===== config.mk =====
export PLATFORM = sky130hd
export DESIGN_NAME = pad_scanner_flat
export DESIGN_NICKNAME = d
export VERILOG_FILES = /design/src/rtl/pad_scanner_if.sv /design/src/rtl/pad_scanner.sv /design/src/flat_wrapper.sv
export SDC_FILE = /design/constraint.sdc
export NUM_CORES = 1
export LEC_CHECK = 0
export BUFFER_PORTS_ARGS = -buffer_cell sky130_fd_sc_hd__buf_4
export CAP_MARGIN = 25
export CORE_MARGIN = 5
export CORE_UTILIZATION = 50
export CTS_BUF_LIST = sky130_fd_sc_hd__clkbuf_16
export DETAILED_ROUTE_END_ITERATION = 8
export HOLD_SLACK_MARGIN = 0.02
export PLACE_DENSITY = 0.69
export RECOVER_POWER = 100
export SLEW_MARGIN = 40
export SYNTH_ARGS = -nofsm -noshare
export SYNTH_HDL_FRONTEND = slang
export SYNTH_SLANG_ARGS = --single-unit

===== constraint.sdc =====
create_clock -name clk -period 6.05 [get_ports clk]
set_input_delay 1.815 -clock clk [delete_from_list [all_inputs] [get_ports clk]]
set_output_delay 1.815 -clock clk [all_outputs]
set_load 0.005 [all_outputs]

===== src/rtl/pad_scanner_if.sv =====
// Pad-side bus: shared latch/clock strobes and one serial return line per pad.
interface pad_scanner_if #(
  parameter int unsigned NUM_PADS = 1
);
  logic [NUM_PADS-1:0] serial_data;
  logic                data_latch;
  logic                data_clock;

  // Scanner drives the strobes and reads the pads' serial lines.
  modport master (
    input  serial_data,
    output data_latch,
    output data_clock
  );

  // Pads (or a pad model) answer on serial_data.
  modport slave (
    output serial_data,
    input  data_latch,
    input  data_clock
  );
endinterface


===== src/rtl/pad_scanner.sv =====
// Scans 1..4 SNES-style serial pads on a shared latch/clock pair, publishes
// their raw button words (1 = released) and raises a KEYCNT-style keypad
// interrupt on pad 0.
module pad_scanner #(
  parameter int unsigned NUM_PADS    = 1,
  parameter int unsigned PAD_BITS    = 16,
  parameter int unsigned HALF_PERIOD = 100,
  parameter int unsigned SCAN_GAP    = 262144
) (
  input  logic                         clk,
  input  logic                         rst_b,
  input  logic                         enable,
  pad_scanner_if.master                pad,
  input  logic [PAD_BITS-1:0]          key_mask,
  input  logic                         key_irq_en,
  input  logic                         key_irq_and,
  output logic [NUM_PADS*PAD_BITS-1:0] buttons,
  output logic                         busy,
  output logic                         scan_done,
  output logic                         key_irq
);

  localparam int unsigned CNT_MAX = (SCAN_GAP > 2*HALF_PERIOD) ? SCAN_GAP : 2*HALF_PERIOD;
  localparam int unsigned CNT_W   = $clog2(CNT_MAX + 1);
  localparam int unsigned IDX_W   = (PAD_BITS > 1) ? $clog2(PAD_BITS) : 1;

  localparam logic [CNT_W-1:0] GAP_M1   = CNT_W'(SCAN_GAP - 1);
  localparam logic [CNT_W-1:0] LATCH_M1 = CNT_W'(2*HALF_PERIOD - 1);
  localparam logic [CNT_W-1:0] HALF_M1  = CNT_W'(HALF_PERIOD - 1);
  localparam logic [IDX_W-1:0] LAST_IDX = IDX_W'(PAD_BITS - 1);

  typedef enum logic [2:0] {
    IDLE,
    LATCH,
    SETTLE,
    CLK_HI,
    CLK_LO,
    DONE
  } state_e;

  state_e                             state_q, state_d;
  logic [CNT_W-1:0]                   cnt_q, cnt_d;
  logic [IDX_W-1:0]                   idx_q, idx_d;
  logic [NUM_PADS-1:0]                sync1_q, sync1_d;
  logic [NUM_PADS-1:0]                sync2_q, sync2_d;
  logic [NUM_PADS-1:0][PAD_BITS-1:0]  shadow_q, shadow_d;
  logic [NUM_PADS*PAD_BITS-1:0]       buttons_q, buttons_d;
  logic                               data_latch_q, data_latch_d;
  logic                               data_clock_q, data_clock_d;
  logic                               busy_q, busy_d;
  logic                               scan_done_q, scan_done_d;
  logic                               key_irq_q, key_irq_d;

  // KEYCNT condition: AND mode needs every selected key down, OR mode any.
  function automatic logic irq_cond(input logic [PAD_BITS-1:0] word,
                                    input logic [PAD_BITS-1:0] mask,
                                    input logic                and_mode);
    logic [PAD_BITS-1:0] pressed;
    pressed = ~word & mask;
    return and_mode ? ((mask != '0) && (pressed == mask)) : (|pressed);
  endfunction

  // Next-state logic: one counter times every state; IDLE counts enabled
  // clocks upward (cleared while disabled), scan states count down to 0.
  always_comb begin
    state_d     = state_q;
    cnt_d       = cnt_q;
    idx_d       = idx_q;
    sync1_d     = pad.serial_data;
    sync2_d     = sync1_q;
    shadow_d    = shadow_q;
    buttons_d   = buttons_q;
    scan_done_d = 1'b0;
    key_irq_d   = 1'b0;

    unique case (state_q)
      IDLE: begin
        if (!enable) begin
          cnt_d = '0;
        end else if (cnt_q == GAP_M1) begin
          state_d = LATCH;
          cnt_d   = LATCH_M1;
        end else begin
          cnt_d = cnt_q + 1'b1;
        end
      end
      LATCH: begin
        if (cnt_q == '0) begin
          state_d = SETTLE;
          cnt_d   = HALF_M1;
        end else begin
          cnt_d = cnt_q - 1'b1;
        end
      end
      SETTLE: begin
        if (cnt_q == '0) begin
          for (int unsigned p = 0; p < NUM_PADS; p++) begin
            shadow_d[p][0] = sync2_q[p];
          end
          idx_d = IDX_W'(1);
          cnt_d = HALF_M1;
          state_d = (PAD_BITS == 1) ? DONE : CLK_HI;
        end else begin
          cnt_d = cnt_q - 1'b1;
        end
      end
      CLK_HI: begin
        if (cnt_q == '0) begin
          state_d = CLK_LO;
          cnt_d   = HALF_M1;
        end else begin
          cnt_d = cnt_q - 1'b1;
        end
      end
      CLK_LO: begin
        if (cnt_q == '0) begin
          for (int unsigned p = 0; p < NUM_PADS; p++) begin
            shadow_d[p][idx_q] = sync2_q[p];
          end
          cnt_d = HALF_M1;
          if (idx_q == LAST_IDX) begin
            state_d = DONE;
          end else begin
            idx_d   = idx_q + 1'b1;
            state_d = CLK_HI;
          end
        end else begin
          cnt_d = cnt_q - 1'b1;
        end
      end
      DONE: begin
        buttons_d   = shadow_q;
        scan_done_d = 1'b1;
        key_irq_d   = key_irq_en
                    && irq_cond(shadow_q[0], key_mask, key_irq_and)
                    && !irq_cond(buttons_q[PAD_BITS-1:0], key_mask, key_irq_and);
        state_d     = IDLE;
        cnt_d       = '0;
      end
      default: begin
        state_d = IDLE;
        cnt_d   = '0;
      end
    endcase

    // Strobes decode the next state so the registered copies line up with state_q.
    data_latch_d = (state_d == LATCH);
    data_clock_d = (state_d == CLK_HI);
    busy_d       = (state_d != IDLE);
  end

  // State and output registers; reset discards any partial scan.
  always_ff @(posedge clk or negedge rst_b) begin
    if (!rst_b) begin
      state_q      <= IDLE;
      cnt_q        <= '0;
      idx_q        <= '0;
      sync1_q      <= '1;
      sync2_q      <= '1;
      shadow_q     <= '1;
      buttons_q    <= '1;
      data_latch_q <= 1'b0;
      data_clock_q <= 1'b0;
      busy_q       <= 1'b0;
      scan_done_q  <= 1'b0;
      key_irq_q    <= 1'b0;
    end else begin
      state_q      <= state_d;
      cnt_q        <= cnt_d;
      idx_q        <= idx_d;
      sync1_q      <= sync1_d;
      sync2_q      <= sync2_d;
      shadow_q     <= shadow_d;
      buttons_q    <= buttons_d;
      data_latch_q <= data_latch_d;
      data_clock_q <= data_clock_d;
      busy_q       <= busy_d;
      scan_done_q  <= scan_done_d;
      key_irq_q    <= key_irq_d;
    end
  end

  assign pad.data_latch = data_latch_q;
  assign pad.data_clock = data_clock_q;
  assign buttons        = buttons_q;
  assign busy           = busy_q;
  assign scan_done      = scan_done_q;
  assign key_irq        = key_irq_q;

endmodule


===== src/flat_wrapper.sv =====
// flat-port wrapper written by rule: the top's interface ports become plain ports
module pad_scanner_flat 
#(
  parameter int unsigned NUM_PADS    = 1,
  parameter int unsigned PAD_BITS    = 16,
  parameter int unsigned HALF_PERIOD = 100,
  parameter int unsigned SCAN_GAP    = 262144
)
  (clk, rst_b, enable, key_mask, key_irq_en, key_irq_and, buttons, busy, scan_done, key_irq, pad_serial_data, pad_data_latch, pad_data_clock);
  pad_scanner_if #(.NUM_PADS(NUM_PADS)) pad_i ();
  input  logic clk;
  input  logic rst_b;
  input  logic enable;
  input  logic [PAD_BITS-1:0] key_mask;
  input  logic key_irq_en;
  input  logic key_irq_and;
  output logic [NUM_PADS*PAD_BITS-1:0] buttons;
  output logic busy;
  output logic scan_done;
  output logic key_irq;
  input wire logic [$bits(pad_i.serial_data)-1:0] pad_serial_data;
  output wire logic [$bits(pad_i.data_latch)-1:0] pad_data_latch;
  output wire logic [$bits(pad_i.data_clock)-1:0] pad_data_clock;
  assign pad_i.serial_data = pad_serial_data;
  assign pad_data_latch = pad_i.data_latch;
  assign pad_data_clock = pad_i.data_clock;
  pad_scanner #(.NUM_PADS(NUM_PADS), .PAD_BITS(PAD_BITS), .HALF_PERIOD(HALF_PERIOD), .SCAN_GAP(SCAN_GAP)) u_core (.clk(clk), .rst_b(rst_b), .enable(enable), .pad(pad_i), .key_mask(key_mask), .key_irq_en(key_irq_en), .key_irq_and(key_irq_and), .buttons(buttons), .busy(busy), .scan_done(scan_done), .key_irq(key_irq));
endmodule

After elaboration in Yosys (flattened, before gate mapping)
Cells that the tools add are included.
{"block": "totals", "register_bits": 65, "in_bits": 22, "output_inout_bits": 21, "wordCells": 79}
{"block": "op_classes", "addsub": 3, "magnitude_cmp": 2, "n_eq_ne": 14, "n_mux": 26, "bitwise": 4, "reduce_logical": 17}
{"op": "19-bit two-way mux", "n": 3}
{"op": "19-bit case mux with 2 select lines", "n": 1}
{"op": "16-bit AND", "n": 2}
{"op": "16-bit == test", "n": 2}
{"op": "16-bit inverter", "n": 2}
{"op": "16-bit OR reduction", "n": 2}
{"op": "3-bit two-way mux", "n": 7}
{"op": "19-bit by 1-bit adder with 19-bit output, second input constant", "n": 1}
{"op": "19-bit by 18-bit == test with 1-bit output, second input constant", "n": 1}
{"op": "19-bit logical NOT", "n": 1}
{"op": "19-bit by 1-bit subtractor with 19-bit output, second input constant", "n": 1}
{"op": "16-bit bitwise mux", "n": 1}
{"op": "16-bit nonzero test", "n": 1}
{"op": "3-bit case mux with 5 select lines", "n": 1}
{"op": "4-bit two-way mux", "n": 3}
{"op": "3-bit by 2-bit == test with 1-bit output, second input constant", "n": 3}
{"op": "4-bit case mux with 2 select lines", "n": 1}
{"op": "1-bit two-way mux", "n": 7}
{"op": "3-bit by 1-bit == test with 1-bit output, second input constant", "n": 2}
{"op": "3-bit == test, second input constant", "n": 2}
{"op": "1-bit logical AND", "n": 5}
{"op": "4-bit by 5-bit less-than comparator with 1-bit output, second input constant", "n": 1}
{"op": "4-bit by 1-bit adder with 4-bit output, second input constant", "n": 1}
{"op": "1-bit demux with 4-bit select", "n": 1}
{"op": "other kinds (13)", "n": 14}

Logic depth before layout (Yosys ltp)
Gate-level depths: netlist of the first run.
{"block": "depth", "ltp_word": 8, "depth_mapped": 8, "mapped_depth_nobuf": 7}

Worst setup path before layout of the first run
No wires, ideal clock.
{"block": "synth_path", "kind": "in2reg", "startpoint": "in enable", "endpoint": "reg u_core.cnt_q[13]", "setup_time_ps": 73, "t_arrival_ps": 2999, "t_required_ps": 5977, "setup_slack_ps": 2978, "stages": 6, "path_buffers": 2, "cell_sequence": "or4b_1 buf_2 a21o_1 buf_6 o221a_1 nor2_1"}
{"block": "synth_via", "elab_chain_len": 2}
{"element": "from (decl)", "line": "flat_wrapper.sv:13", "rtl": "input logic enable;"}
{"element": "19-bit two-way mux", "line": "pad_scanner.sv:78", "rtl": "if (!enable) begin"}
{"element": "19-bit case mux with 2 select lines", "line": "pad_scanner.sv:76", "rtl": "unique case (state_q)"}
{"element": "named net u_core.cnt_d[13]", "line": "pad_scanner.sv:42", "rtl": "logic [CNT_W-1:0] cnt_q, cnt_d;"}
{"element": "to (signal assigned)", "line": "pad_scanner.sv:169", "rtl": "cnt_q <= cnt_d;"}
{"element": "to (decl)", "line": "pad_scanner.sv:42"}
The timed path passes the listed nets, and every way through them passes these cells.
A chain may end at the register's enable or synchronous reset.

Final worst setup path of the first run
{"block": "layout_path", "startpoint": "reg u_core.cnt_q[0]", "endpoint": "reg u_core.cnt_q[3]"}
{"block": "layout_via", "elab_chain_len": 4, "word_cells_on_any_way": 8, "classes_between": "2 x add/sub; 1 x eq/ne; 4 x mux; 1 x reduce/logical"}
{"element": "19-bit by 1-bit adder with 19-bit output or 19-bit by 18-bit == test with 1-bit output (tied branches)", "line": "pad_scanner.sv:84, pad_scanner.sv:80"}
{"element": "19-bit two-way mux", "line": "pad_scanner.sv:80", "rtl": "end else if (cnt_q == GAP_M1) begin"}
{"element": "19-bit two-way mux", "line": "pad_scanner.sv:78"}
{"element": "19-bit case mux with 2 select lines (*)", "line": "pad_scanner.sv:76"}
{"element": "named net u_core.cnt_d[3]", "line": "pad_scanner.sv:42"}
Mark *: on every way through the listed nets, which the timed path passes. The rest lies on a longest branch.

==> run_results.csv, run 1 <==
group,metric,value,unit
critical_path,r2r-start,"u_core.cnt_q[0]",
yosys,netlist_top_cells_area,"dfstp_2, dfrtp_1, nand2_1, mux2_1, nor4_4",
critical_path,r2r_slack,2150,ps
layout,fillers,749,
worst_hold_path,hold_end,"u_core.sync2_q",
cts,root_buffer,"clkbuf_16",
floorplan,num_rows,33,
yosys,syn-cell-area,4110,sq um
flow_run,drv_cap,1,
power,p_per_area,258,nW/um^2
yosys,synth_area_leader_cell,"dfstp_2",
drt,wirelength,11.1,mm
power,p_comb_share,14.2,%
cts,cts_tree,"yes",
sta,drv_slew,13,
critical_path,path_max_fanout,12,
critical_path,r2r_cells,7,
drt,wl_met3,778,um
cts,path_clk_slew,50,ps
layout,synthToLayoutAreaGrowth,14.2,%
global_routing,grt_util_all_layers,23.2,%
cts,cts_buffer_depth,2,
floorplan,die-area,10100,sq um
placement,dp.cells,564,
yosys,yosys.area.top_type_share,21.7,%
worst_hold_path,min_from,"u_core.sync1_q",
drt,first_iter_violations,180,
yosys,netlist_top_cells_count,"nand2_1, dfstp_2, dfrtp_1",
worst_hold_path,worstHoldPathCells,0,
cts,numCtsBuffers,9,
yosys,yosysSeqAreaShare,40.6,%
cts,cts_resized,0,
critical_path,crit_arrival,4110,ps
outcome,outcome,"finished, violations left",
outcome,violations,"max-capacitance violations, max-slew violations",
cts,htreeDepth,3,
power,p_seq_share,38.5,%
sta,rsz0062_at_grt,"no",
yosys,ys_warn_count,0,
drt,vias,3644,
critical_path,crit_type,"flip-flop to flip-flop",
floorplan,die_x,101,um
sta,worst_slew_pin_slew,1530,ps
global_routing,grt_pass1_wl,18.4,mm
critical_path,end_kind,"flip-flop",
drt,dr_wl_met2,4.87,mm
power,p_leak,2.05,nW
power,switching_share,26.8,%
floorplan,die_h,101,um
sta,fmax,256,MHz
global_routing,grt_max_degree,66,
critical_path,cp-start-kind,"flip-flop",
critical_path,cp_data_required_time,6260,ps
worst_hold_path,hold_class,"flip-flop to flip-flop",
drt,routedLengthMet1,5.33,mm
sta,setup_violations,0,
sta,finalCriticalPeriod,3900,ps
global_routing,grt-ovfl-total,0,
critical_path,r2r-end,"u_core.cnt_q[3]",
yosys,synth_edf_count,0,
yosys,synth_most_common_cell,"nand2_1",
drt,viasPerCell,6.28,
sta,clock_skew,7.41,ps
floorplan,core_area,8090,sq um
global_routing,grt_pass1_vias,3503,
cts,cts_setup_buffers,0,
floorplan,io_pins,43,
global_routing,antenna_found_initial,0,
power,switchingPower,325,uW
yosys,synth-seq-cells,65,
yosys,yosysUniqueCellTypes,66,
power,clock_power_share,47.3,%
cts,numClockSinks,65,
power,p_int,885,uW
sta,relSlewSlack,-3.13,%
yosys,synth-main-ff-cell,"dfstp_2",
drt,highest_layer,"met4",
layout,fin_cells,580,
layout,antennaDiodeCount,0,
yosys,syn-num-nets,470,
sta,setup_tns,0,ps
placement,port_buffers,42,
sta,finalHoldViolCount,0,
sta,fin_crit_sh,64.5,%
floorplan,floorplan.initialDensity,50.8,%
cts,insertion_delay,330,ps
yosys,async_flop_share,100,%
layout,drive_above_1_share,18.3,%
drt,wl_per_cell,19.2,um
yosys,postSynthAreaPerCell,9.29,sq um
power,vdd_drop_max,0.144,mV
drt,drcViolationCount,0,
drt,drt_first_pass_iters,5,
placement,place_hpwl,8.04,mm
placement,globalplace.congestion,0.984,
cts,hold_buffers,0,
layout,nNetsFinal,498,
drt,ant_nets,0,
yosys,syn_inst,442,
cell type report:
cell class	count	area [sq um]	area share, %
clock inverters	6	78.8	1.68
multi-input cells	328	2160	46.0
repair buffers	42	312	6.64
inverters	24	90.1	1.92
flip-flops and latches	65	1670	35.6
well taps	105	131	2.80
clock buffers	10	250	5.34
registers in the layout (all words and copies together), names as in the netlist:
signal	cells
u_core.sync1_q	1
u_core.state_q	3
u_core.busy	1
u_core.cnt_q	19
u_core.key_irq	1
u_core.shadow_q	16
u_core.pad.data_clock	1
u_core.pad.data_latch	1
u_core.scan_done	1
u_core.idx_q	4
u_core.sync2_q	1
u_core.buttons	16
stage by stage:
stage | setup WS (ps) | util [%] | power, mW | cell area (sq um) | hold WS, ps
6_report | 2150 | 57.9 | 1.21 | 4690 | 361
2_1_floorplan | 2980 | - | 0.598 | 4110 | 345
4_1_cts | 2950 | 58.6 | 1.23 | 4740 | 361
3_5_place_dp | 2600 | 54.5 | 0.655 | 4410 | 350
5_1_grt | 1770 | 57.9 | 1.26 | 4690 | 366
3_3_place_gp | 2640 | 54.5 | 0.652 | 4410 | 350
kinds of logic after synthesis:
group | Yosys count | synth area share [%]
mux | 17 | 4.63
simple gates | 187 | 26.3
buf+inv | 49 | 5.73
fa+ha+maj | 6 | 1.83
compound gates | 112 | 19.6
xor+xnor | 6 | 1.28
flops | 65 | 40.6
cell usage in the layout (no fill, tap or decap), drive strengths merged, types with 3 or more instances in the layout:
cell	synthesis	layout
a31oi	5	5
a21oi	12	12
a21o	3	3
nor2	24	24
nand3b	8	8
a221oi	12	12
o31ai	3	3
o21ai	26	26
and3	8	8
xnor2	4	4
ha	6	6
nor3	9	9
or2	3	3
o2111a	4	4
dfstp	34	34
nand2b	15	15
a22oi	4	4
nor4	14	14
a22o	7	7
clkinv	0	3
and2	4	4
inv	24	24
buf	17	34
clkbuf	8	18
and4	3	3
dfrtp	31	31
nand2	62	62
o22ai	10	10
nand3	20	20
o221a	3	3
mux2	16	16
nor3b	3	3
o21a	7	7
nand4	9	9
worst max-delay path, cell delays in order, from the launching register on:
cell and delay, ps:
dfrtp_1 440, inv_1 110, ha_1 200, nor3b_1 610
nand3_1 510, o21ai_0 1320, o21ai_0 240, a211o_1 340
worst max-delay path by stage:
stage,cells past startpoint,slack [ps],to,start
after floorplan,6,2980,u_core.cnt_q[13],enable
after global placement,5,2640,u_core.cnt_q[9],enable
after CTS,5,2950,u_core.cnt_q[15],enable
after detailed placement,5,2600,u_core.cnt_q[15],enable
final,7,2150,u_core.cnt_q[3],u_core.cnt_q[0]
after global routing,7,1770,u_core.cnt_q[3],u_core.cnt_q[0]
routing by layer:
metal,GRT usage [%],vias up
met1,35.4,1807
li1,-,1689
met2,33.1,136
met3,4.57,12
met5,0,-
met4,6.63,0
power groups by stage:
stage          logic (mW)  registers [mW]  clock network (mW)
3_5_place_dp        0.182           0.473                   0
4_1_cts             0.183           0.466               0.582
6_report            0.172           0.465               0.572
3_3_place_gp        0.180           0.473                   0
2_1_floorplan       0.141           0.457                   0
5_1_grt             0.192           0.468               0.603
Note: power is estimated with default switching activity, not from simulation.
==> run 2, diff against run 1 <==
- clock period: 6.05 -> 3.8 ns (I/O delays scaled with it)
==> run_results.csv, run 2 (synthesized netlist as in run 1, its figures left out) <==
group,metric,value,unit
cts,numClockSinks,65,
cts,numCtsBuffers,9,
cts,cts_tree,"yes",
sta,setup_tns,0,ps
critical_path,cpMaxStageDelayCell,"nor4_1",
sta,clock_skew,12.0,ps
floorplan,die_h,101,um
power,vdd_drop_max,0.322,mV
sta,hold_slack,363,ps
worst_hold_path,hold_end,"u_core.sync2_q",
critical_path,worstPathBufferInverterCount,1,
global_routing,grt_pass1_vias,3377,
cts,root_buffer,"clkbuf_16",
power,p_leak,2.05,nW
floorplan,die_x,101,um
critical_path,r2r_slack,730,ps
critical_path,end_kind,"flip-flop",
critical_path,crit_arrival,3320,ps
placement,globalplace.congestion,0.993,
layout,fillers,716,
layout,nNetsFinal,499,
critical_path,r2r-end,"u_core.shadow_q[10]",
layout,synthToLayoutAreaGrowth,13.9,%
cts,hold_buffers,0,
outcome,outcome,"finished, violations left",
layout,final_cell_mix,"nand2_1, buf_4, dfrtp_1",
worst_hold_path,hold_class,"flip-flop to flip-flop",
layout,drive_above_1_share,19.3,%
critical_path,crit_type,"flip-flop to flip-flop",
placement,dp.cells,565,
sta,finalHoldViolCount,0,
critical_path,critical_path.max_stage_delay,940,ps
drt,viasPerCell,6.28,
layout,top_register,"u_core.cnt_q",
cts,path_clk_slew,50,ps
sta,fin_crit_sh,80.7,%
sta,worst_slew_pin_slew,1570,ps
cts,cts_buffer_depth,2,
drt,ant_nets,0,
critical_path,critical_path.top_delay_family,"simple AND/OR/NAND/NOR gates",
flow_run,drv_cap,1,
drt,wirelength,10.8,mm
drt,wl_per_cell,18.6,um
global_routing,antenna_found_initial,0,
global_routing,grt_max_degree,66,
sta,finalCriticalPeriod,3070,ps
layout,antennaDiodeCount,0,
floorplan,core_area,8090,sq um
placement,place_hpwl,7.76,mm
outcome,violations,"max-capacitance violations, max-slew violations",
sta,fmax,326,MHz
power,p_total,1.83,mW
worst_hold_path,worstHoldPathCells,0,
floorplan,die-area,10100,sq um
worst_hold_path,min_from,"u_core.sync1_q",
drt,drcViolationCount,0,
drt,drt_first_pass_iters,5,
global_routing,grt-ovfl-total,0,
power,p_per_area,392,nW/um^2
sta,relSlewSlack,-4.38,%
critical_path,r2r-start,"u_core.cnt_q[0]",
placement,port_buffers,42,
layout,final_common_cell,"nand2_1",
cts,htreeDepth,3,
global_routing,grt_util_all_layers,22.1,%
placement,placed_cell_area,4420,sq um
drt,first_iter_violations,214,
layout,stdcell_area,4680,sq um
cts,cts_setup_buffers,0,
sta,drv_slew,66,
critical_path,crit_path_cell_trace,"inv_1 -> ha_1 -> nor3b_1 -> nand4_4 -> nor4_1 -> nand3b_1 -> mux2_1",
layout,fin_cells,581,
drt,vias,3647,
critical_path,r2r_cells,7,
critical_path,path_max_fanout,7,
critical_path,cp_data_required_time,4050,ps
cts,cts_resized,0,
floorplan,floorplan.initialDensity,50.8,%
sta,setup_violations,0,
floorplan,io_pins,43,
critical_path,cp-start-kind,"flip-flop",
cts,insertion_delay,330,ps
layout,largest_reg_flops,19,
sta,rsz0062_at_grt,"no",
floorplan,num_rows,33,
global_routing,grt_pass1_wl,17.6,mm
## run 2: cell types whose count changed in the layout (fill, tap and decap cells not counted), moves of 2 or more
cell	delta
clkinv_2	+2
clkinv_1	-3
clkbuf_1	-2
inv_1	+2
buf_4	+3
## run 2: routing by layer
layer,global-route usage (%),wire length [um],vias up
met5,0,0,-
met4,7.56,154,0
met3,5.74,942,13
met2,30.7,4570,174
met1,33.2,5160,1771
li1,-,-,1689
## run 2: final cells by class
type	count	area, sq um	area share [%]
clock inverter	7	63.8	1.36
sequential	65	1670	35.7
multi-input combinational	328	2180	46.6
tap	105	131	2.81
timing repair buffer	43	320	6.84
clock buffer	9	225	4.81
inverter	24	90.1	1.93
## run 2: how the worst max path moves through the flow
stage / startpoint / end / depth (start not counted) / slack (ps)
floorplan: enable / u_core.cnt_q[13] / 6 / 1400
global placement: enable / u_core.cnt_q[9] / 5 / 1120
detailed placement: enable / u_core.cnt_q[9] / 5 / 1080
CTS: u_core.cnt_q[0] / u_core.cnt_q[3] / 8 / 1220
global route: u_core.cnt_q[0] / u_core.shadow_q[10] / 7 / 510
finish: u_core.cnt_q[0] / u_core.shadow_q[10] / 7 / 730
## run 2: power by group
| group | internal, mW | leakage [nW] | switching [mW] |
|---|---|---|---|
| sequential | 0.707 | 0.784 | 0.0344 |
| combinational | 0.0964 | 1.12 | 0.188 |
| clock | 0.501 | 0.148 | 0.305 |
## run 2: metrics by stage
| stage | setup WS, ps | utilization (%) |
|---|---|---|
| 2_1_floorplan | 1400 | - |
| 3_3_place_gp | 1120 | 54.6 |
| 3_5_place_dp | 1080 | 54.6 |
| 4_1_cts | 1220 | 58.1 |
| 5_1_grt | 508 | 57.8 |
| 6_report | 734 | 57.8 |
